--- config.mk ---
export PLATFORM = sky130hd
export DESIGN_NAME = ir_cycle_sequencer
export DESIGN_NICKNAME = d
export VERILOG_FILES = /design/src/rtl/ir_cycle_sequencer.sv
export SDC_FILE = /design/constraint.sdc
export NUM_CORES = 1
export LEC_CHECK = 0
export BUFFER_PORTS_ARGS = -buffer_cell sky130_fd_sc_hd__buf_4
export CAP_MARGIN = 10
export CORE_MARGIN = 2
export CORE_UTILIZATION = 45
export CTS_CLUSTER_DIAMETER = 50
export DETAILED_ROUTE_END_ITERATION = 6
export HOLD_SLACK_MARGIN = 0.12
export PLACE_DENSITY_LB_ADDON = 0.05
export SLEW_MARGIN = 10
export SYNTH_ARGS = -nofsm -noshare
export SYNTH_HDL_FRONTEND = slang
export SYNTH_SLANG_ARGS = --single-unit
--- constraint.sdc ---
create_clock -name i_Clk -period 2.04 [get_ports i_Clk]
set_input_delay 0.102 -clock i_Clk [delete_from_list [all_inputs] [get_ports i_Clk]]
set_output_delay 0.102 -clock i_Clk [all_outputs]
set_load 0.03 [all_outputs]
--- src/rtl/ir_cycle_sequencer.sv ---
// Instruction register, T-step / M-cycle counters and IR group decode for the control unit.
// Optional CB-prefix tracking is enabled by defining CB_PREFIX_EN.
module ir_cycle_sequencer #(
   parameter logic [7:0]  RESET_OPCODE    = 8'h00,
   parameter int unsigned LOCK_ON_ILLEGAL = 1
) (
   input  logic       i_Clk,
   input  logic       i_Rst_n,
   input  logic       i_Fetch,
   input  logic       i_Wait,
   input  logic [7:0] i_Bus_Data,
   output logic [3:0] o_Cycle_Step,
   output logic [7:0] o_Cycle_Count,
   output logic [7:0] o_IR,
   output logic [3:0] o_X,
   output logic [7:0] o_Y,
   output logic [7:0] o_Z,
   output logic [3:0] o_P,
   output logic [1:0] o_Q,
   output logic       o_CB,
   output logic       o_Locked
);

   logic [3:0] r_step;
   logic [7:0] r_count;
   logic [7:0] r_ir;
   logic       r_locked;

   logic       w_advance;
   logic       w_load;
   logic       w_illegal;
   logic       w_second_byte;
   logic       w_lock_now;
   logic       w_cb;

   always_comb begin
      w_illegal = 1'b0;
      case (i_Bus_Data)
         8'hD3, 8'hDB, 8'hDD, 8'hE3, 8'hE4, 8'hEB,
         8'hEC, 8'hED, 8'hF4, 8'hFC, 8'hFD: w_illegal = 1'b1;
         default:                           w_illegal = 1'b0;
      endcase
   end

   assign w_advance  = !i_Wait && !r_locked;
   assign w_load     = w_advance && r_step[3] && i_Fetch;
   // The byte after a CB prefix comes from a table with no illegal entries.
   assign w_lock_now = (LOCK_ON_ILLEGAL != 0) && w_illegal && !w_second_byte;

`ifdef CB_PREFIX_EN
   logic r_cb;
   logic r_cb_pre;

   // r_cb_pre marks that the IR holds the prefix byte itself, so the next load is its operand.
   always_ff @(posedge i_Clk or negedge i_Rst_n) begin
      if (!i_Rst_n) begin
         r_cb     <= 1'b0;
         r_cb_pre <= 1'b0;
      end else if (w_load) begin
         if (r_cb_pre) begin
            r_cb     <= 1'b1;
            r_cb_pre <= 1'b0;
         end else if (i_Bus_Data == 8'hCB) begin
            r_cb     <= 1'b1;
            r_cb_pre <= 1'b1;
         end else begin
            r_cb     <= 1'b0;
            r_cb_pre <= 1'b0;
         end
      end
   end

   assign w_cb          = r_cb;
   assign w_second_byte = r_cb_pre;
`else
   assign w_cb          = 1'b0;
   assign w_second_byte = 1'b0;
`endif

   always_ff @(posedge i_Clk or negedge i_Rst_n) begin
      if (!i_Rst_n) begin
         r_step   <= 4'b0001;
         r_count  <= 8'h01;
         r_ir     <= RESET_OPCODE;
         r_locked <= 1'b0;
      end else if (w_advance) begin
         r_step <= {r_step[2:0], r_step[3]};
         if (r_step[3]) begin
            if (i_Fetch) begin
               r_ir    <= i_Bus_Data;
               r_count <= 8'h01;
               if (w_lock_now) begin
                  r_locked <= 1'b1;
               end
            end else if (!r_count[7]) begin
               r_count <= {r_count[6:0], 1'b0};
            end
         end
      end
   end

   assign o_Cycle_Step  = r_step;
   assign o_Cycle_Count = r_count;
   assign o_IR          = r_ir;
   assign o_X           = 4'b0001 << r_ir[7:6];
   assign o_Y           = 8'h01 << r_ir[5:3];
   assign o_Z           = 8'h01 << r_ir[2:0];
   assign o_P           = 4'b0001 << r_ir[5:4];
   assign o_Q           = 2'b01 << r_ir[3];
   assign o_CB          = w_cb;
   assign o_Locked      = r_locked;

endmodule
==> impl_metrics.py, run 1 <==
metrics = {
    "grt": {
        "antenna_found_initial": 0,
        "use_met1": 0.222,
        "grt_overflow": 0,
        "grt_use_total": 0.178,
        "grt_pass1_wl_mm": 3.63,
        "met2_usage": 0.293,
        "grt_max_degree": 22,
        "grt_pass1_vias": 808,
        "top_usage_layer": "met2",
        "grtUsageMet3": 0.0333,
    },
    "synthesis": {
        "muxShareOfSynthArea": 0.121,
        "syn_inst": 101,
        "synth-adder-area-share": 0,
        "synth_xor_xnor_area_share": 0,
        "ys_seq_area_frac": 0.472,
        "synth_simple_gate_area_frac": 0.240,
        "synth_nets": 113,
        "yosysTopAreaCell": "dfrtp_1",
        "synthesis.area_um2": 1120,
        "synth_top_family_by_area": "simple AND/OR/NAND/NOR gates",
        "synth_compound_area_frac": 0.131,
        "synth_cell_types": 27,
        "netlist.area_leader.share": 0.425,
        "avgSynthCellArea_um2": 11.1,
        "yosys-top-cells-area": "dfrtp_1, mux2_4, and2_1",
        "yosysWarnings": 0,
        "synth_seq_cells": 21,
    },
    "route": {
        "drt_iter0_markers": 18,
        "drc_errors": 0,
        "finalWirelength_mm": 2.56,
        "dr.pass1.iters": 4,
        "vias": 986,
        "via_per_inst": 4.88,
        "wl_per_cell_um": 12.7,
        "detail-route-antenna-nets": 0,
    },
    "worst_setup_path": {
        "critPathMaxStageDelay_ns": 0.54,
        "arrival_ns": 1.71,
        "end_kind": "flop",
        "slowest_stage": "dlygate4sd3_1",
        "critPathMaxFanout": 10,
        "path_class": "in2reg",
        "cp-start-kind": "input port",
        "crit_required_ns": 2.23,
        "path_cells": "dlygate4sd3_1 -> buf_4 -> nor4bb_4 -> buf_4 -> mux2_2",
        "crit_top_cell": "buf_4",
    },
    "finish": {
        "drive_above_1_share": 0.459,
        "fin_area_um2": 1710,
        "nets": 185,
        "area_growth_pct": 52.7,
        "final_common_cell": "buf_4",
        "diodes": 0,
        "stdcell_count": 202,
        "fill_cells": 183,
        "layout_common_cells": "buf_4, dfrtp_1, and2_1",
    },
    "power_and_ir_drop": {
        "p_clk_frac": 0.291,
        "p_sw_frac": 0.218,
        "power_density_nw_per_um2": 393,
        "seqPwrFrac": 0.619,
        "p_sw_mw": 0.147,
        "vdd_drop_max_mv": 0.317,
        "combPwrFrac": 0.089,
        "power_leakage_nw": 0.889,
        "p_int_mw": 0.526,
    },
    "status": {
        "status": "finished clean",
    },
    "placement": {
        "placed_area_um2": 1570,
        "place.gp.congestion": 0.745,
        "post-place-cells": 187,
        "portBuffers": 58,
        "pre_cts_slack_ns": 0.550,
        "hpwl_mm": 1.75,
    },
    "floorplan": {
        "core_um2": 2410,
        "rows": 18,
        "die_h_um": 53.9,
        "die_area_um2": 2900,
        "pin_count": 60,
        "initial_core_util": 0.465,
        "die_x_um": 53.9,
    },
    "sta": {
        "finalClockSkew_ns": 0.00415,
        "finalSetupViolCount": 0,
        "finalWorstSetupSlack_ns": 0.520,
        "finalCritPeriodShare": 0.745,
        "hold_viol": 0,
        "slew_violations": 0,
        "rsz0062_at_grt": "no",
        "fmax_mhz": 658,
        "min_period_ns": 1.52,
        "finalSetupTns_ns": 0,
        "fin_hold_ws_ns": 0.219,
    },
    "clocking": {
        "clock_sinks": 21,
        "max-clock-path-buffers": 2,
        "cts_buffers": 3,
        "htreeDepth": 1,
        "cts_root_buf": "clkbuf_4",
        "cts.clk_slew.worst_paths_ns": 0.11,
        "cts_tree": "yes",
        "clk_latency_ns": 0.30,
        "cts_setup_buffers": 0,
    },
    "run": {
        "cap_violations": 0,
    },
    "min_path": {
        "hold_path_class": "in2async",
    },
}
-- what timing repair did --
| action | CTS | global route |
|---|---|---|
| endpoints found under the hold margin | 37 | 0 |
| gates resized for setup | 0 | 0 |
| hold buffers | 11 | 0 |
-- logic make-up (layout without fill, tap and decap cells) --
| group | after synthesis | count (layout) |
|---|---|---|
| buf+inv | 6 | 77 |
| flops | 21 | 21 |
| other cells | 1 | 1 |
| simple gates | 42 | 42 |
| compound gates | 21 | 21 |
| mux | 10 | 10 |
-- power groups by stage --
stage / Combinational [mW] / Clock, mW / Sequential (mW)
floorplan: 0.0124 / 0 / 0.424
global placement: 0.0434 / 0 / 0.424
detailed placement: 0.0439 / 0 / 0.424
CTS: 0.0607 / 0.203 / 0.416
global route: 0.0662 / 0.231 / 0.417
finish: 0.0601 / 0.196 / 0.416
-- routing by layer --
metal / vias to the layer above / share of wire
li1: 500 / -
met5: - / 0
met4: 0 / 0.0074
met3: 2 / 0.064
met2: 35 / 0.50
met1: 449 / 0.43
-- through the flow --
stage	total power, mW	util
floorplan	0.437	-
global placement	0.468	0.653
detailed placement	0.468	0.653
CTS	0.680	0.710
global route	0.714	0.710
finish	0.672	0.710
-- worst max-delay path: cells and delay by family --
kind | cells | cell delay (ns)
buf+inv | 3 | 0.95
mux | 1 | 0.34
simple gates | 1 | 0.31
-- flip-flops by register name (all words and copies together), names as in the netlist --
| register | cells |
|---|---|
| o_Locked | 1 |
| o_Cycle_Step | 4 |
| o_Cycle_Count | 8 |
| o_IR | 8 |
-- synth_stat cells --
cell type	instances
a21o_2	1
a21oi_1	2
a22o_1	1
a31o_2	1
a31oi_1	6
and2_1	13
and3_1	2
and3_2	1
and3b_1	2
buf_4	2
buf_6	1
conb_1	1
dfrtp_1	19
dfstp_2	2
inv_1	3
mux2_2	4
mux2_4	6
nand2_1	5
nand2b_1	1
nor2_1	5
nor2b_1	5
nor3_1	3
nor3b_1	3
nor3b_2	1
nor4bb_4	1
o21ai_0	4
o2bb2ai_1	6
-- worst paths after layout --
check / from / end / slack, ns / cells past startpoint
max: i_Wait / o_IR[7] / 0.52 / 5
min: i_Rst_n / o_Cycle_Count[7] / 0.22 / 2
max reg2reg: o_Locked / o_IR[7] / 0.54 / 3
min reg2reg: o_Cycle_Step[0] / o_Cycle_Step[0] / 0.51 / 2
max in group asynchronous: i_Rst_n / o_Cycle_Step[0] / 1.55 / 2
min in group i_Clk: o_Cycle_Step[0] / o_Cycle_Step[0] / 0.51 / 2
-- final cells by class --
type                            instances  area, um^2  area share
Sequential cell                        21         528       0.309
Inverter                                3        11.3     0.00658
Timing Repair Buffer                   70         553       0.323
Clock buffer                            4        26.3      0.0154
Tap cell                               30        37.5      0.0219
Multi-Input combinational cell         74         554       0.324
Power figures use the tool's default switching activity.
==> run 2: changes to the inputs <==
- CORE_UTILIZATION: 45 -> 40
- clock period: 2.04 -> 1.2 ns (I/O delays scaled with it)
==> run 2 against run 1 <==
Against the previous run: the flow now finishes with violations (setup timing); utilization grew 6.1 points; design area grew 22%; sequential share of layout area shrank 5.1 points; critical endpoint is now o_IR[5]; highest routed layer unchanged.
==> impl_metrics.py, run 2 (synthesis results as in run 1) <==
metrics = {
    "grt": {
        "grt_use_total": 0.186,
        "grt_pass1_wl_mm": 4.82,
        "grt_max_degree": 22,
        "grt_pass1_vias": 1068,
        "antenna_found_initial": 0,
        "grt_overflow": 0,
    },
    "clocking": {
        "htreeDepth": 1,
        "cts.clk_slew.worst_paths_ns": 0.12,
        "clock_sinks": 21,
        "cts_tree": "yes",
        "cts_buffers": 3,
        "clk_latency_ns": 0.30,
        "cts_root_buf": "clkbuf_4",
        "max-clock-path-buffers": 2,
    },
    "placement": {
        "hpwl_mm": 1.91,
        "post-place-cells": 194,
        "portBuffers": 58,
        "placed_area_um2": 1680,
        "place.gp.congestion": 0.714,
    },
    "worst_setup_path": {
        "cp_top_family": "flip-flops",
        "end_kind": "flop",
        "path_cells": "nor4bb_4 -> buf_12 -> mux2_4",
        "arrival_ns": 1.54,
        "crit_required_ns": 1.39,
        "slowest_stage": "dfrtp_2",
        "rrSetupSlack_ns": -0.15,
        "r2r_cells": 3,
        "r2r-end": "o_IR[5]",
        "critPathMaxStageDelay_ns": 0.44,
        "crit_cells": 3,
        "r2r-start": "o_Locked",
        "endpoint": "o_IR[5]",
        "worst-path-buf-inv": 1,
        "critPathMaxFanout": 10,
        "cp-startpoint": "o_Locked",
        "cp-start-kind": "flop",
        "path_class": "reg2reg",
    },
    "min_path": {
        "hold_path_class": "in2reg",
        "hold_start": "i_Wait",
    },
    "route": {
        "detail-route-antenna-nets": 0,
        "drt_iter0_markers": 27,
        "dr.pass1.iters": 4,
        "via_per_inst": 5.00,
        "wl_per_cell_um": 15.4,
        "drc_errors": 0,
        "vias": 1099,
        "finalWirelength_mm": 3.38,
    },
    "finish": {
        "diodes": 0,
        "stdcell_count": 220,
        "layout_common_cells": "buf_4, buf_6, dlygate4sd3_1, dfrtp_1, dfrtp_2",
        "final_core_util": 0.771,
        "area_growth_pct": 86.6,
        "fin_area_um2": 2090,
        "drive_above_1_share": 0.677,
        "final_common_cell": "buf_4",
        "nets": 202,
        "fill_cells": 187,
    },
    "floorplan": {
        "core_um2": 2710,
        "rows": 19,
        "initial_core_util": 0.413,
        "die_h_um": 56.9,
        "pin_count": 60,
        "die_area_um2": 3240,
        "die_x_um": 56.9,
    },
    "sta": {
        "hold_viol": 0,
        "rsz0062_at_grt": "yes",
        "fmax_mhz": 740,
        "finalClockSkew_ns": 0.0119,
        "min_period_ns": 1.35,
        "finalCritPeriodShare": 1.13,
        "finalSetupTns_ns": -3.02,
        "finalWorstSetupSlack_ns": -0.152,
        "slew_violations": 0,
        "finalSetupViolCount": 36,
    },
    "status": {
        "status": "finished with violations",
        "violations": "setup timing",
    },
    "power_and_ir_drop": {
        "vdd_drop_max_mv": 0.639,
        "power_leakage_nw": 1.04,
        "power_mw": 1.15,
        "power_density_nw_per_um2": 552,
    },
    "run": {
        "cap_violations": 0,
    },
}
==> run 2: cell count changes in the layout (fill, tap and decap cells not counted), sizes merged <==
cell / delta
dlygate4sd3: -1
buf: +18
==> run 2: repair_timing <==
action,in CTS,in global routing
pin swaps,9,6
hold endpoints to repair,35,0
cloned,0,0
endpoints found under the setup margin,36,40
buffers inserted,8,4
gates resized for setup,25,34
hold buffers,10,0
==> run 2: how the worst min path moves through the flow <==
stage,to,slack (ns),depth (start not counted)
after floorplan,o_Cycle_Count[1],-0.24,0
after global placement,o_IR[0],-0.04,1
after detailed placement,o_IR[0],-0.04,1
after CTS,o_IR[0],0.17,2
after global routing,o_Cycle_Count[1],0.20,2
final,o_Cycle_Step[0],0.17,4
==> run 2: per-layer routing <==
metal	vias up	track usage	share of wire
met4	0	0.0399	0.012
met1	521	0.245	0.44
met5	-	0	0
li1	536	-	-
met2	36	0.332	0.50
met3	6	0.0184	0.048
==> run 2: tightest hold or removal path, delay by kind of cell <==
family / cells / cell delay [ns]
AO/OA/AOI/OAI: 1 / 0.09
buffers and inverters: 2 / 0.24
AND/OR/NAND/NOR: 1 / 0.06
==> run 2: final cells by class <==
class,instances,area [um^2],area share
Tap cell,31,38.8,0.0186
Clock buffer,4,26.3,0.0126
Timing Repair Buffer,87,788,0.377
Sequential cell,21,539,0.258
Multi-Input combinational cell,74,683,0.327
Inverter,3,13.8,0.00659
==> run 2: metrics by stage <==
stage               setup slack, ns  hold WS [ns]
CTS                          -0.147         0.165
global route                 -0.217         0.201
detailed placement           -0.152       -0.0418
global placement             -0.131       -0.0427
floorplan                    -0.245        -0.236
finish                       -0.152         0.173
==> run 2: power by group <==
part / internal, mW / switching [mW] / leakage (nW)
Clock: 0.129 / 0.207 / 0.0150
Sequential: 0.708 / 0 / 0.267
Combinational: 0.0571 / 0.0522 / 0.753
Total: 0.894 / 0.259 / 1.04
==> run 3: changes to the inputs <==
==> constraint.sdc (replaced) <==
create_clock -name i_Clk -period 1.2 [get_ports i_Clk]
set_input_delay 0.12 -clock i_Clk [delete_from_list [all_inputs] [get_ports i_Clk]]
set_output_delay 0.12 -clock i_Clk [all_outputs]
set_load 0.03 [all_outputs]
==> run 3 against run 2 <==
Against the previous run: the run still ends with setup timing left; maximum frequency shrank 5.1%; via count increased by 6.8%; critical path depth is the same; critical endpoint is now o_Y[5]; largest power group unchanged.
==> impl_metrics.py, run 3 (synthesis results as in run 1) <==
metrics = {
    "clocking": {
        "cts_tree": "yes",
        "cts_root_buf": "clkbuf_4",
        "cts_buffers": 3,
        "htreeDepth": 1,
        "clock_sinks": 21,
        "clk_latency_ns": 0.30,
        "cts.clk_slew.worst_paths_ns": 0.11,
        "max-clock-path-buffers": 2,
    },
    "grt": {
        "grt_overflow": 0,
        "grt_max_degree": 22,
        "grt_pass1_vias": 1158,
        "grt_use_total": 0.215,
        "grt_pass1_wl_mm": 5.51,
        "antenna_found_initial": 0,
    },
    "placement": {
        "portBuffers": 58,
        "hpwl_mm": 2.04,
        "placed_area_um2": 1730,
        "post-place-cells": 196,
        "place.gp.congestion": 0.732,
        "pre_cts_slack_ns": -0.168,
    },
    "route": {
        "dr.pass1.iters": 4,
        "drt_iter0_markers": 23,
        "wl_per_cell_um": 16.5,
        "via_per_inst": 5.19,
        "drc_errors": 0,
        "detail-route-antenna-nets": 0,
        "vias": 1174,
        "finalWirelength_mm": 3.72,
    },
    "sta": {
        "finalSetupViolCount": 40,
        "fin_hold_ws_ns": 0.229,
        "finalWorstSetupSlack_ns": -0.224,
        "finalCritPeriodShare": 1.19,
        "slew_violations": 0,
        "fmax_mhz": 702,
        "finalClockSkew_ns": 0.00157,
        "min_period_ns": 1.42,
        "hold_viol": 0,
        "rsz0062_at_grt": "yes",
    },
    "power_and_ir_drop": {
        "power_leakage_nw": 1.06,
        "vdd_drop_max_mv": 0.716,
        "power_density_nw_per_um2": 509,
        "power_mw": 1.16,
    },
    "finish": {
        "area_growth_pct": 104,
        "diodes": 0,
        "layout_common_cells": "buf_6, buf_4, dfrtp_2",
        "multi_input_area_um2": 769,
        "seq_area_um2": 542,
        "drive_above_1_share": 0.744,
        "nets": 208,
        "fill_cells": 129,
        "final_common_cell": "buf_6",
        "fin_area_um2": 2280,
        "stdcell_count": 226,
    },
    "floorplan": {
        "initial_core_util": 0.413,
        "die_area_um2": 3240,
        "die_h_um": 56.9,
        "core_um2": 2710,
        "pin_count": 60,
        "die_x_um": 56.9,
        "rows": 19,
    },
    "worst_setup_path": {
        "cp-start-kind": "flop",
        "arrival_ns": 1.30,
        "path_class": "reg2out",
        "critPathMaxFanout": 7,
        "slowest_stage": "dfrtp_2",
        "end_kind": "output pin",
        "crit_required_ns": 1.08,
        "critPathMaxStageDelay_ns": 0.50,
        "path_cells": "nor2b_4 -> and2_4 -> buf_6",
    },
    "status": {
        "violations": "setup timing",
        "status": "finished with violations",
    },
    "min_path": {
        "hold_path_class": "in2async",
    },
    "run": {
        "cap_violations": 0,
    },
}
-- run 3: cell count changes in the layout (fill, tap and decap cells not counted), sizes merged --
cell and delta:
buf +6, clkinv +1, inv -1
-- run 3: final timing paths --
kind                                  from  slack [ns]               end  cells after the start
max in group asynchronous          i_Rst_n        0.69   o_Cycle_Step[0]                      2
setup / recovery                   o_IR[5]       -0.22            o_Y[5]                      3
hold reg to reg            o_Cycle_Step[0]        0.51   o_Cycle_Step[0]                      2
min in group i_Clk                  i_Wait        0.24  o_Cycle_Count[7]                      4
hold / removal                     i_Rst_n        0.23           o_IR[3]                      2
setup reg to reg                  o_Locked       -0.17           o_IR[0]                      3
-- run 3: stage by stage --
step / utilization / setup TNS [ns]
floorplan: - / -1.90
global placement: 0.638 / -1.12
detailed placement: 0.638 / -1.48
CTS: 0.766 / -4.20
global route: 0.842 / -6.92
finish: 0.842 / -4.75
-- run 3: layout make-up --
cell class / count / area share
repair buffers: 93 / 0.389
clock buffers: 4 / 0.0115
well taps: 31 / 0.0170
multi-input cells: 74 / 0.337
inverters: 3 / 0.00713
flip-flops and latches: 21 / 0.238
-- run 3: power breakdown --
| part | internal, mW | leakage (nW) | switching, mW |
|---|---|---|---|
| clock network | 0.130 | 0.0150 | 0.211 |
| logic | 0.0578 | 0.780 | 0.0556 |
| registers | 0.708 | 0.264 | 0 |
-- run 3: worst max-delay path, delay by kind of cell (launching register included) --
family,cells,cell delay [ns]
and+or+nand+nor,2,0.38
DFF,1,0.50
buffers and inverters,1,0.12
-- run 3: timing repair --
item                                    4_1_cts  5_1_grt
buffers inserted                             12        5
endpoints found under the setup margin       45       49
hold endpoints to repair                     35        0
gates cloned                                  0        0
gates resized for setup                      40       39
hold buffers                                 10        0
pin swaps                                    25       10
-- run 3: routing by layer --
| layer | vias up | routed length [um] | track usage |
|---|---|---|---|
| met5 | - | 0 | 0 |
| met4 | 0 | 29 | 0.0664 |
| met3 | 4 | 157 | 0.0323 |
| met2 | 43 | 2030 | 0.378 |
| met1 | 576 | 1500 | 0.271 |
| li1 | 551 | - | - |
